**src/rtl/fetch_stage.sv**
```systemverilog
// Instruction fetch stage: owns the PC, reads instruction memory combinationally and
// buffers {pc, instr} pairs in a 2-entry FIFO for decode, with redirect and halt support.
module fetch_stage #(
  parameter logic [15:0] RESET_PC    = 16'h0000,
  parameter logic [6:0]  HALT_OPCODE = 7'h7F
) (
  input  logic        clk,
  input  logic        rst,
  output logic [15:0] imem_addr,
  input  logic [15:0] imem_data,
  output logic        out_valid,
  input  logic        out_ready,
  output logic [15:0] out_instr,
  output logic [15:0] out_pc,
  input  logic        redirect_valid,
  input  logic [15:0] redirect_pc,
  output logic        halted
);

  typedef enum logic {S_FETCH = 1'b0, S_HALTED = 1'b1} state_t;

  state_t      r_state;
  logic [15:0] r_pc;
  logic [1:0]  r_count;
  logic        r_head;
  logic        r_halted;
  logic [15:0] r_q_pc    [0:1];
  logic [15:0] r_q_instr [0:1];

  logic        w_valid;
  logic        w_pop;
  logic        w_push;
  logic        w_tail;
  logic [15:0] w_head_pc;
  logic [15:0] w_head_instr;

  assign w_valid      = (r_count != 2'd0);
  assign w_head_pc    = r_q_pc[r_head];
  assign w_head_instr = r_q_instr[r_head];

  // With two slots the tail is head for count 0 or 2 (the latter only when popping).
  assign w_tail = r_head ^ r_count[0];
  assign w_pop  = w_valid & out_ready & ~redirect_valid;
  assign w_push = (r_state == S_FETCH) & ~redirect_valid & ((r_count < 2'd2) | w_pop);

  assign imem_addr = r_pc;
  assign out_valid = w_valid;
  assign out_pc    = w_valid ? w_head_pc : 16'h0000;
  assign out_instr = w_valid ? w_head_instr : 16'h0000;
  assign halted    = r_halted;

  always_ff @(posedge clk) begin
    if (rst) begin
      r_pc     <= RESET_PC;
      r_count  <= 2'd0;
      r_head   <= 1'b0;
      r_state  <= S_FETCH;
      r_halted <= 1'b0;
    end else if (redirect_valid) begin
      r_pc     <= redirect_pc;
      r_count  <= 2'd0;
      r_head   <= 1'b0;
      r_state  <= S_FETCH;
      r_halted <= 1'b0;
    end else begin
      if (w_push) begin
        r_pc <= r_pc + 16'd1;
        if (imem_data[15:9] == HALT_OPCODE) begin
          r_state <= S_HALTED;
        end
      end
      if (w_pop) begin
        r_head <= ~r_head;
        if (w_head_instr[15:9] == HALT_OPCODE) begin
          r_halted <= 1'b1;
        end
      end
      case ({w_push, w_pop})
        2'b10:   r_count <= r_count + 2'd1;
        2'b01:   r_count <= r_count - 2'd1;
        default: r_count <= r_count;
      endcase
    end
  end

  // Payload slots need no reset: they are masked by the count until written.
  always_ff @(posedge clk) begin
    if (w_push) begin
      r_q_pc[w_tail]    <= r_pc;
      r_q_instr[w_tail] <= imem_data;
    end
  end

endmodule

```
**config.mk**
```make
export PLATFORM = sky130hd
export DESIGN_NAME = fetch_stage
export DESIGN_NICKNAME = d
export VERILOG_FILES = /design/src/rtl/fetch_stage.sv
export SDC_FILE = /design/constraint.sdc
export NUM_CORES = 1
export LEC_CHECK = 0
export CORE_UTILIZATION = 50
export CTS_BUF_LIST = sky130_fd_sc_hd__clkbuf_8
export CTS_CLUSTER_SIZE = 28
export DETAILED_ROUTE_END_ITERATION = 7
export PLACE_DENSITY_LB_ADDON = 0.12
export SLEW_MARGIN = 25
export SYNTH_ARGS = -nofsm -noshare
export SYNTH_HDL_FRONTEND = slang
export SYNTH_SLANG_ARGS = --single-unit
```
**constraint.sdc**
```tcl
create_clock -name clk -period 5.7 [get_ports clk]
set_input_delay 1.14 -clock clk [delete_from_list [all_inputs] [get_ports clk]]
set_output_delay 1.14 -clock clk [all_outputs]
set_load 0.02 [all_outputs]
```
==> summary.md <==
| Metric | Value |
|---|---|
| Syn avg cell area | `~13 µm²` |
| Die ar. | `between 7000 and 8000 µm²` |
| Peak supply drop | `~0.12 mV` |
| Die width | `86.90 µm` |
| Clock share of power | `a little under a third` |
| P_leak | `0.001541 µW` |
| PortBufs | `85` |
| WP data required | `about 4.6 ns` |
| Routed vias/inst | `approximately 5.3` |
| Hpwl dp | `4.574 mm` |
| Vias after detailed routing | `2510` |
| Hold buffers post-CTS | `0` |
| Routed WL per cell | `between 10 and 15 µm` |
| Cells after Synth | `between 200 and 300` |
| Largest net degree at the start of global routing | `36` |
| Area grow syn2layout | `31.46%` |
| RePlAce Congestion | `about 0.77` |
| Chip Height | `between 80 and 90 µm` |
| Critical Path AT | `roughly 2.3 ns` |
| Diodes inserted | `0` |
| Switching part of the total | `between 20% and 30%` |
| Hold Path Origin | `halted` |
| Placed cell count | `roughly 460` |
| Worst-Skew Late Latency | `about 0.33 ns` |
| Initial Util | `52.46%` |
| H-tree levels | `3` |
| Mapped Area | `3603 µm²` |
| Clk_skew | `around 0.013 ns` |
| Type of element launching the critical path | `flop` |
| Global-route wire length before repair | `about 11 mm` |
| Headroom to the max-slew limit | `32.60%` |
| Synth Register Bits | `between 80 and 90` |
| Final WL | `roughly 6.9 mm` |
| Fin nets | `409` |
| Most common cell after layout, fill and taps aside | `clkdlybuf4s50_1` |
| Site Rows | `30` |
| Sequential share of the synthesized area | `65.56%` |
| Int Pwr | `slightly below 1000 µW` |
| Share of cells above drive strength 1 | `about 6.1%` |
| CTS Buffer Depth | `2` |
| GRT Residual Overflow | `0` |
| DRT antenna net count | `0` |
| Fin Setup TNS | `0 ns` |
| Logic pwr share | `about an eighth` |
| Antenna violations before repair | `0` |
| Num CTS Buffers | `9` |
| Worst-path clk slew | `approximately 0.090 ns` |
| Core Box Area | `around 7000 µm²` |
| Biggest area consumer among synthesized cells | `edfxtp_1` |
| Sw power | `just over 300 µW` |
| RSZ-0062 raised after global routing | `false` |
| Worst Setup End Kind | `output pin` |
| Vias in the first global route | `around 2.3k` |
| Max Fanout on Critical Path | `35` |
| Tightest Pin Transition | `just over 1 ns` |
| Critical path class | `flop to output pin` |
| Drt pass-1 iters | `4` |
| Ys Warns | `0` |
| Count of flip-flops with a built-in enable after synthesis | `64` |
| Netlist cell types | `39` |
| Post-CTS Setup Inserts | `0` |
| Ports | `between 80 and 90` |
| Fin crit share | `61.14%` |
| Top-area cell type share of the netlist area | `a little over half` |
| Fmax | `287.0 MHz` |
| Async SR Flop Fraction | `0%` |
| Final Hold Vio Count | `0` |
| Min Tclk post-route | `roughly 3.5 ns` |
| TritonCTS Sinks | `86` |
| Status | `finished clean` |
| Part of the power in registers | `a little under three fifths` |
| Area contributors post-synth | `edfxtp_1, dfxtp_1, mux2i_1` |
| CTS tree | `built` |
| Mapped Nets | `325` |
| Pwr/cell area | `between 200 and 300 nW/µm²` |
| Clk root buf | `clkbuf_8` |
| Ys flop type | `edfxtp_1` |
| PostCTS Resize Cnt | `0` |
| Max_cap viols | `0` |
| Worst R2R Start | `r_count[1]` |
| DRT iter0 DRCs | `between 150 and 200` |
| Non-filler instance count after layout | `between 400 and 500` |
| Commonest non-fill, non-tap cells in the layout | `clkdlybuf4s50_1, edfxtp_1, nor2_1` |
| DRC | `0` |
| Hold Crit Class | `flop to flop` |
| Tot GR Track Use | `between 10% and 20%` |
| Max Slew Vio Count | `0` |
| Final Setup Violations | `0` |
worst max-delay path, stage by stage (launching register included):
cell             delay [ns]
dfxtp_2                1.00
mux2i_1                0.19
nor2_1                 0.16
clkdlybuf4s50_1        0.63
power groups by stage:
stage	clock network, µW	logic, µW	registers, µW
after floorplan	0	74.3	755
after global placement	0	160	752
after detailed placement	0	162	754
after CTS	407	163	740
after global routing	439	174	745
final	400	161	740
layout make-up:
cell class	count	area, µm²
multi-input cells	180	1171
inverters	7	26.28
clock buffers	9	123.9
well taps	96	120.1
repair buffers	87	865.8
fillers	513	2132
flip-flops and latches	86	2364
clock inverters	7	66.31
flip-flops by register name (all words and copies together), names as in the netlist, named ones only:
| register | flops |
|---|---|
| r_count | 2 |
| r_head | 1 |
| r_q_instr | 32 |
| r_q_pc | 32 |
| imem_addr | 16 |
| r_state | 1 |
| halted | 1 |
kinds of logic after synthesis:
group	count (synthesis)	synth area share (%)
buffers and inverters	21	2.222
multiplexers	31	8.611
adder cells (fa/ha/maj)	2	0.6943
flip-flops	86	65.56
XOR/XNOR	9	2.187
AND/OR/NAND/NOR	101	13.68
AO/OA/AOI/OAI	37	7.049
synthesized netlist by cell type, drive strengths merged (6+ instances only):
master and count:
clkbuf 8, a211oi 6, o21ai 8, nor2 56, dfxtp 22, nand3 8
nand2 8, mux2i 31, a21oi 6, a311oi 7, buf 6, inv 7
edfxtp 64
layer usage:
metal  up-vias  routed length (µm)  track usage, %
li1       1235                   -               -
met1      1200                3286           26.32
met2        69                3238           31.50
met3         6                 346           3.507
met4         0                  60           6.970
met5         -                   0               0
worst paths after layout:
kind | end | slack [ns] | cells after the start
max | out_pc[8] | 2.22 | 3
max reg2reg | r_q_pc[0][5] | 3.59 | 4
min reg2reg | halted | 0.45 | 2
min | halted | 0.45 | 2
per-stage QoR:
| stage | power (µW) | setup WS, ns | utilization [%] | area (µm²) | hold slack (ns) |
|---|---|---|---|---|---|
| floorplan | 829.1 | 1.850 | - | 3603 | 0.4889 |
| global placement | 911.6 | 1.939 | 66.19 | 4547 | 0.4352 |
| detailed placement | 916.0 | 1.882 | 66.19 | 4547 | 0.4482 |
| CTS | 1310 | 2.189 | 68.96 | 4737 | 0.4615 |
| global route | 1358 | 2.027 | 68.96 | 4737 | 0.4976 |
| finish | 1302 | 2.215 | 68.96 | 4737 | 0.4544 |
No activity file was read; power rests on OpenSTA's default activity.
